[src/rtl/dmem_ctrl.sv]
// dmem_ctrl: parametrised single-port data memory for the pipelined CPU MEM stage.
//
// After reset a clearing sequencer zero-fills every word (ready=0, init_done=0), then the
// controller accepts one access per cycle. Writes commit at the accepting edge under byte-lane
// strobes; reads return after RD_LAT (1 or 2) cycles. Misaligned or out-of-range accesses raise
// a one-cycle fault at read latency and never touch the array.
//
// Ports:
//   clk, rst_n         clock (rising edge), asynchronous active-low reset
//   req, we, be        request, write select, byte-lane write enables
//   addr, wdata        byte address, write data
//   ready              request accepted this cycle when req & ready
//   rvalid, rdata      read data pulse; rdata holds between pulses
//   fault              access (or parity) error pulse, aligned with rvalid timing
//   par_err            parity error pulse (only with DMEM_PARITY_EN)
//   init_done          zero-fill complete
//
// Build option: define DMEM_PARITY_EN to add per-byte even parity and the par_err port.
module dmem_ctrl #(
  parameter int unsigned DATA_W = 32,
  parameter int unsigned DEPTH  = 64,
  parameter int unsigned ADDR_W = 32,
  parameter int unsigned RD_LAT = 1
) (
  input  logic                  clk,
  input  logic                  rst_n,
  input  logic                  req,
  input  logic                  we,
  input  logic [DATA_W/8-1:0]   be,
  input  logic [ADDR_W-1:0]     addr,
  input  logic [DATA_W-1:0]     wdata,
  output logic                  ready,
  output logic                  rvalid,
  output logic [DATA_W-1:0]     rdata,
  output logic                  fault,
`ifdef DMEM_PARITY_EN
  output logic                  par_err,
`endif
  output logic                  init_done
);

  localparam int unsigned NB    = DATA_W / 8;
  localparam int unsigned OFF_W = $clog2(NB);
  localparam int unsigned IDX_W = (DEPTH > 1) ? $clog2(DEPTH) : 1;
  localparam logic [ADDR_W-1:0] OFF_MASK = ADDR_W'(NB - 1);
  localparam logic [ADDR_W-1:0] DEPTH_A  = ADDR_W'(DEPTH);

  localparam logic [0:0] ST_INIT = 1'b0;
  localparam logic [0:0] ST_RUN  = 1'b1;

  // Reset is released into the sequencer synchronously; assertion stays asynchronous.
  logic [1:0] rst_sync_q, rst_sync_d;
  logic       run_en;

  assign rst_sync_d = {rst_sync_q[0], 1'b1};
  assign run_en     = rst_sync_q[1];

  always_ff @(posedge clk or negedge rst_n) begin
    if (!rst_n) rst_sync_q <= '0;
    else        rst_sync_q <= rst_sync_d;
  end

  // Clearing sequencer
  logic [0:0]       state_q, state_d;
  logic [IDX_W-1:0] ptr_q, ptr_d;

  always_comb begin
    state_d = state_q;
    ptr_d   = ptr_q;
    if (run_en && (state_q == ST_INIT)) begin
      ptr_d = ptr_q + 1'b1;
      if (ptr_q == IDX_W'(DEPTH - 1)) begin
        state_d = ST_RUN;
        ptr_d   = '0;
      end
    end
  end

  always_ff @(posedge clk or negedge rst_n) begin
    if (!rst_n) begin
      state_q <= ST_INIT;
      ptr_q   <= '0;
    end else begin
      state_q <= state_d;
      ptr_q   <= ptr_d;
    end
  end

  assign ready     = (state_q == ST_RUN);
  assign init_done = (state_q == ST_RUN);

  // Access decode; the index is compared at full width so large addresses never alias.
  logic [DATA_W-1:0] mem_q [DEPTH];
  logic [ADDR_W-1:0] idx_full;
  logic [IDX_W-1:0]  idx;
  logic              acc, bad;
  logic [DATA_W-1:0] rd_word;

  always_comb begin
    idx_full = addr >> OFF_W;
    idx      = idx_full[IDX_W-1:0];
    bad      = ((addr & OFF_MASK) != '0) || (idx_full >= DEPTH_A);
    acc      = req & ready;
    rd_word  = mem_q[idx];
  end

  // Single write port shared by the sequencer and accepted writes.
  logic              mem_we;
  logic [IDX_W-1:0]  mem_idx;
  logic [NB-1:0]     mem_be;
  logic [DATA_W-1:0] mem_wdata;

  always_comb begin
    mem_we    = 1'b0;
    mem_idx   = idx;
    mem_be    = be;
    mem_wdata = wdata;
    if (state_q == ST_INIT) begin
      mem_we    = run_en;
      mem_idx   = ptr_q;
      mem_be    = '1;
      mem_wdata = '0;
    end else if (acc && we && !bad) begin
      mem_we = 1'b1;
    end
  end

  always_ff @(posedge clk) begin
    if (mem_we) begin
      for (int i = 0; i < NB; i++) begin
        if (mem_be[i]) mem_q[mem_idx][8*i +: 8] <= mem_wdata[8*i +: 8];
      end
    end
  end

  // First read stage
  logic              s1_rv_q, s1_rv_d, s1_flt_q, s1_flt_d, s1_perr_q, s1_perr_d;
  logic [DATA_W-1:0] s1_data_q, s1_data_d;

`ifdef DMEM_PARITY_EN
  logic [NB-1:0] par_q [DEPTH];
  logic [NB-1:0] wpar, rd_mis;

  always_comb begin
    for (int i = 0; i < NB; i++) begin
      wpar[i]   = ^mem_wdata[8*i +: 8];
      rd_mis[i] = (^rd_word[8*i +: 8]) ^ par_q[idx][i];
    end
    s1_perr_d = acc & ~we & ~bad & (|rd_mis);
  end

  always_ff @(posedge clk) begin
    if (mem_we) begin
      for (int i = 0; i < NB; i++) begin
        if (mem_be[i]) par_q[mem_idx][i] <= wpar[i];
      end
    end
  end
`else
  assign s1_perr_d = 1'b0;
`endif

  always_comb begin
    s1_rv_d   = acc & ~we;
    s1_flt_d  = acc & bad;
    s1_data_d = s1_data_q;
    if (s1_rv_d) s1_data_d = bad ? '0 : rd_word;
  end

  always_ff @(posedge clk or negedge rst_n) begin
    if (!rst_n) begin
      s1_rv_q   <= 1'b0;
      s1_flt_q  <= 1'b0;
      s1_perr_q <= 1'b0;
      s1_data_q <= '0;
    end else begin
      s1_rv_q   <= s1_rv_d;
      s1_flt_q  <= s1_flt_d;
      s1_perr_q <= s1_perr_d;
      s1_data_q <= s1_data_d;
    end
  end

  logic              out_rv, out_flt, out_perr;
  logic [DATA_W-1:0] out_data;

  if (RD_LAT == 2) begin : g_lat2
    logic              rv2_q, rv2_d, flt2_q, flt2_d, perr2_q, perr2_d;
    logic [DATA_W-1:0] data2_q, data2_d;

    always_comb begin
      rv2_d   = s1_rv_q;
      flt2_d  = s1_flt_q;
      perr2_d = s1_perr_q;
      data2_d = s1_rv_q ? s1_data_q : data2_q;
    end

    always_ff @(posedge clk or negedge rst_n) begin
      if (!rst_n) begin
        rv2_q   <= 1'b0;
        flt2_q  <= 1'b0;
        perr2_q <= 1'b0;
        data2_q <= '0;
      end else begin
        rv2_q   <= rv2_d;
        flt2_q  <= flt2_d;
        perr2_q <= perr2_d;
        data2_q <= data2_d;
      end
    end

    assign out_rv   = rv2_q;
    assign out_flt  = flt2_q;
    assign out_perr = perr2_q;
    assign out_data = data2_q;
  end else begin : g_lat1
    assign out_rv   = s1_rv_q;
    assign out_flt  = s1_flt_q;
    assign out_perr = s1_perr_q;
    assign out_data = s1_data_q;
  end

  assign rvalid = out_rv;
  assign rdata  = out_data;
  assign fault  = out_flt | out_perr;
`ifdef DMEM_PARITY_EN
  assign par_err = out_perr;
`endif

endmodule
[config.mk]
export PLATFORM = sky130hd
export DESIGN_NAME = dmem_ctrl
export DESIGN_NICKNAME = d
export VERILOG_FILES = /design/src/rtl/dmem_ctrl.sv
export SDC_FILE = /design/constraint.sdc
export NUM_CORES = 2
export LEC_CHECK = 0
export ABC_AREA = 1
export CAP_MARGIN = 20
export CORE_MARGIN = 2
export CORE_UTILIZATION = 35
export CTS_BUF_LIST = sky130_fd_sc_hd__clkbuf_8
export CTS_CLUSTER_DIAMETER = 150
export DETAILED_ROUTE_END_ITERATION = 7
export PLACE_DENSITY = 0.57
export SLEW_MARGIN = 20
export SYNTH_ARGS = -nofsm -noshare
export SYNTH_HDL_FRONTEND = slang
export SYNTH_SLANG_ARGS = --single-unit
[constraint.sdc]
create_clock -name clk -period 2.9 [get_ports clk]
set_input_delay 0.29 -clock clk [delete_from_list [all_inputs] [get_ports clk]]
set_output_delay 0.29 -clock clk [all_outputs]
set_load 0.01 [all_outputs]
## Word-level counts from Yosys, hierarchy flattened

Memory sizes are Yosys's and may differ from the RTL's.
Index checks and enable logic that the tools add are counted.

| storage, ports and cells | value |
|---|---|
| flip-flop bits (word level) | 43 |
| bits in writable memories | 2048 |
| bits of input ports | 72 |
| output and inout bits | 36 |
| word-level logic and storage cells | 41 |
| memories kept | 1 |

| cells by class | value |
|---|---|
| add/subtract/negate cells | 1 |
| $lt $le $gt $ge | 1 |
| eq/ne operators | 1 |
| muxes and demuxes | 19 |
| bitwise gates (word level) | 5 |
| reduce and logical (&&, ||, !) cells | 7 |

Memory list:

| memory | words | bits a word | rd ports | clocked after memory_dff | wr ports | RTL line | source |
|---|---|---|---|---|---|---|---|
| mem_q | 64 | 32 | 1 | 0 | 1 | 93 | `logic [DATA_W-1:0] mem_q [DEPTH];` |

Operators by type and width:

| kind | number |
|---|---|
| $mux 32 | 2 |
| $reduce_bool 32->1 | 1 |
| $ge 30x7->1 const B | 1 |
| $mux 1 | 14 |
| $mux 6 | 2 |
| $add 6x1->6 const B | 1 |
| $eq 6x6->1 const B | 1 |
| $mux 4 | 1 |
| $and 1x1->1 | 3 |
| $logic_and 1x1->1 | 3 |
| $not 1->1 | 2 |
| $reduce_and 2->1 | 1 |
| $logic_not 1->1 | 1 |
| $logic_or 1x1->1 | 1 |

## Longest topological paths before layout

| depth | value |
|---|---|
| depth after elaboration | 8 |
| depth in mapped cells | 13 |

## Least setup slack after synthesis

OpenSTA, ideal clock, no wires.

| timing path | value |
|---|---|
| path kind | input port to flip-flop |
| start point | in addr[31] |
| end point | mem mem_q[11][0], enable pin |
| arrival | 1.879 ns |
| required time | 2.530 ns |
| setup slack | 0.650 ns |
| stages | 7 |
| path buffers | 1 |
| cells stage by stage | or2_1 nor4_4 nand2_2 o21ai_4 nand2_4 buf_6 nor2_1 |

| between the ends | value |
|---|---|
| longest elaborated chain between the ends | 8 |

Ends and longest elaborated chain:

| item | RTL line | source |
|---|---|---|
| from (decl) | 30 | `input logic [ADDR_W-1:0] addr,` |
| $ge 30x7->1 | 102 | `bad = ((addr & OFF_MASK) != '0) \|\| (idx_full >= DEPTH_A);` |
| $logic_or 1x1->1 | 102 |  |
| $logic_not 1->1 | 123 | `end else if (acc && we && !bad) begin` |
| $logic_and 1x1->1 | 123 |  |
| $mux 1 | 123 |  |
| $mux 1 | 118 | `if (state_q == ST_INIT) begin` |
| $mux 1 | 129 | `if (mem_we) begin` |
| $mux 1 (implied by the code) | 131 | `if (mem_be[i]) mem_q[mem_idx][8*i +: 8] <= mem_wdata[8*i +: 8];` |
| to (decl) | 93 |  |

No other way between the ends.

## Worst setup path after layout

| timing path | value |
|---|---|
| start point | reg state_q (netlist: init_done) |
| end point | mem mem_q[49][17], enable pin |

| between the ends | value |
|---|---|
| longest elaborated chain between the ends | 7 |
| elaborated cells between the ends (all ways) | 10 |
| those cells by class | mux (7); bitwise (1); reduce/logical (2) |

Ends and longest elaborated chain:

| item | RTL line | source |
|---|---|---|
| from (decl) | 64 | `logic [0:0] state_q, state_d;` |
| from (signal assigned) | 84 | `state_q <= state_d;` |
| $and 1x1->1 | 103 | `acc = req & ready;` |
| $logic_and 1x1->1 (2 in series) | 123 |  |
| $mux 1 | 123 |  |
| $mux 1 | 118 |  |
| $mux 1 | 129 |  |
| $mux 1 (implied by the code) | 131 |  |

Parallel ways exist; a longest one is shown, timed or not.

==> impl_metrics.json <==
{
  "synth_top_area_share_pct": 72.5,
  "drcViolationCount": 0,
  "worstSkewPairLatency_ns": 1.06,
  "ys_seq_area_share_pct": 73.7,
  "status": "complete, no violations",
  "port_buffers": 107,
  "dr.first_iter.drc_count": 7693,
  "hold_path_class": "primary input to flip-flop",
  "synth_edf_count": 2048,
  "grt_overflow": 0,
  "dieArea_mm2": 0.246,
  "clk_pin_slew_ns": 0.06,
  "startpoint": "init_done$_DFFE_PN0P_",
  "synth-seq-cells": 2091,
  "reg2reg_slack_ns": 0.06,
  "io_pins": 108,
  "fp-row-count": 180,
  "via_count": 58500,
  "synthFlopType": "edfxtp_1",
  "drv_slew": 0,
  "grt_pass1_wl_mm": 383,
  "cp.required_ns": 3.62,
  "reg2reg_to": "mem_q[49][17]$_DFFE_PP_",
  "drive_gt1_share_pct": 13.2,
  "endpoint_kind": "flip-flop",
  "syn_inst": 7207,
  "yosys.area.top_type": "edfxtp_1",
  "cap_violations": 0,
  "dpl.cell_count": 10600,
  "arrival_ns": 3.56,
  "min_period_ns": 2.84,
  "cts_tree": "yes",
  "worst_slew_pin_slew_ns": 1.11,
  "clock-sinks": 2091,
  "dp_worst_setup_slack_ns": -0.00777,
  "post-route-util_pct": 41.4,
  "grt_max_degree": 149,
  "ys_warn_count": 0,
  "area_growth_pct": 17.4,
  "fp.dieH_um": 496,
  "yosysMostFrequentCell": "nand2_1",
  "grt.total_usage_pct": 21.3,
  "fmax_mhz": 353,
  "cts_made_buffers": 344,
  "drt.antenna.violating_nets": 0,
  "maxSlewHeadroom_pct": 26.3,
  "cp-endpoint": "mem_q[49][17]$_DFFE_PP_",
  "start_kind": "flip-flop",
  "hpwl_mm": 171,
  "rsz0062_at_grt": "false",
  "antenna_found_initial": 21,
  "viasPerCell": 5.22,
  "setup_viol": 0,
  "syn_nets": 7280,
  "avgSynthCellArea_um2": 11.8,
  "ys_types": 30,
  "period_share_pct": 97.8,
  "synthTopCellsByArea": "edfxtp_1, nand3_1, nand2_1",
  "crit_fanout": 17,
  "syn_area_mm2": 0.0849,
  "gp_congestion": 0.913,
  "fp.dieW_um": 496,
  "setup_tns_ns": 0,
  "path_class": "flip-flop to flip-flop",
  "instances_no_fill": 11200,
  "r2r-start": "init_done$_DFFE_PN0P_",
  "finalHoldViolCount": 0,
  "synthTopCellsByCount": "nand2_1, edfxtp_1, nand3_1",
  "grt_pass1_vias": 57400,
  "wl_mm": 267,
  "async_reset_ff_share_pct": 2.06,
  "core_area_mm2": 0.241,
  "worstRegToRegCells": 8,
  "drtPass1Iterations": 7,
  "htreeDepth": 5,
  "powerDensity_mw_per_mm2": 647,
  "p_leak_nw": 36.2,
  "ir_drop_uv": 492,
  "post_drt_wl_per_cell_um": 23.8,
  "cts_buffer_depth": 4,
  "fin_nets": 7847,
  "fin_worst_skew_ns": 0.0646,
  "postCtsSetupBuffers": 0,
  "start_util_pct": 35.3,
  "fin_ws_ns": 0.0643,
  "root_buffer": "clkbuf_8"
}
-- cell families (layout without fill, tap and decap cells) --
family | after synthesis | after routing | synth area share (%)
XOR/XNOR | 2 | 2 | 0.0206
flip-flops | 2091 | 2091 | 73.7
other | 1 | 12 | 0.00442
buffers and inverters | 537 | 1338 | 2.88
multiplexers | 1 | 1 | 0.0118
adder cells (fa/ha/maj) | 1 | 1 | 0.0147
AND/OR/NAND/NOR | 4558 | 4558 | 23.2
AO/OA/AOI/OAI | 16 | 16 | 0.121
-- final cells by class --
| type | instances | area (um^2) |
|---|---|---|
| fillers | 22500 | 141000 |
| flip-flops and latches | 2091 | 62600 |
| well taps | 3185 | 3990 |
| clock buffers | 356 | 4900 |
| inverters | 55 | 231 |
| repair buffers | 703 | 6900 |
| clock inverters | 224 | 1120 |
| diodes | 11 | 27.5 |
| multi-input cells | 4579 | 19900 |
-- worst max-delay path, cell delays in order (launching register included) --
cell and delay, ns:
dfrtp_2 0.62, nand2_1 0.11, o21ai_1 0.23, inv_1 0.15
nor2_1 0.49, nand2_1 0.32, buf_4 0.27, nor2_1 0.15
buf_4 0.16
-- sequential cells by signal (all words and copies together) (netlist names) --
name / cells
init_done: 1
mem_q: 2048
out_flt: 1
ptr_q: 6
rdata: 32
rst_sync_q: 2
rvalid: 1
-- worst min path at each step --
stage / startpoint / endpoint / slack (ns) / cells past startpoint
after floorplan: rst_n / init_done$_DFFE_PN0P_ / -0.006 / 0
after global placement: rst_sync_q[0]$_DFF_PN0_ / rst_sync_q[1]$_DFF_PN0_ / 0.34 / 0
after detailed placement: rst_sync_q[0]$_DFF_PN0_ / rst_sync_q[1]$_DFF_PN0_ / 0.35 / 0
after CTS: wdata[31] / mem_q[60][31]$_DFFE_PP_ / 0.006 / 3
after global routing: we / rvalid$_DFF_PN0_ / 0.01 / 2
final: wdata[31] / mem_q[60][31]$_DFFE_PP_ / 0.08 / 3
-- layout by cell type, fill, tap and decap left out, types with 2 or more instances in the layout --
| cell type | instances |
|---|---|
| nor2_1 | 287 |
| clkinvlp_4 | 5 |
| clkinv_2 | 36 |
| or2_1 | 2 |
| clkinv_1 | 68 |
| xor2_1 | 2 |
| buf_4 | 483 |
| inv_8 | 3 |
| inv_1 | 124 |
| dfrtp_1 | 42 |
| buf_2 | 3 |
| nor2_2 | 5 |
| nand2_1 | 2241 |
| diode_2 | 11 |
| buf_12 | 107 |
| bufinv_16 | 8 |
| a21oi_1 | 6 |
| nor4_1 | 2 |
| or2_2 | 4 |
| o21ai_0 | 7 |
| inv_2 | 33 |
| clkdlybuf4s50_1 | 100 |
| nand3_1 | 2008 |
| edfxtp_1 | 2048 |
| clkbuf_8 | 356 |
| nand2_4 | 4 |
| buf_8 | 3 |
| dlygate4sd3_1 | 6 |
-- routing by layer --
layer,share of wire [%],track usage (%)
met5,0.0049,0
met4,5.1,10.1
met3,9.3,4.65
met2,45,33.4
met1,40,28.2
-- per-stage QoR --
| stage | hold slack (ns) | area, um^2 | power (mW) |
|---|---|---|---|
| finish | 0.0834 | 99600 | 64.4 |
| global route | 0.0115 | 99600 | 66.6 |
| CTS | 0.00576 | 99600 | 64.8 |
| detailed placement | 0.346 | 93500 | 41.6 |
| global placement | 0.341 | 93500 | 41.5 |
| floorplan | -0.00559 | 84900 | 38.3 |
-- power by group --
part | leakage, nW | internal, mW | switching (mW)
sequential | 18.1 | 34.2 | 0.250
clock | 3.49 | 12.0 | 11.4
combinational | 14.7 | 1.90 | 4.74
total | 36.2 | 48.1 | 16.4
-- timing repair --
item	4_1_cts	5_1_grt
endpoints found under the setup margin	0	9
hold buffers	7	0
gates resized for setup	0	1
hold endpoints to repair	63	0
Note: power is estimated with default switching activity, not from simulation.
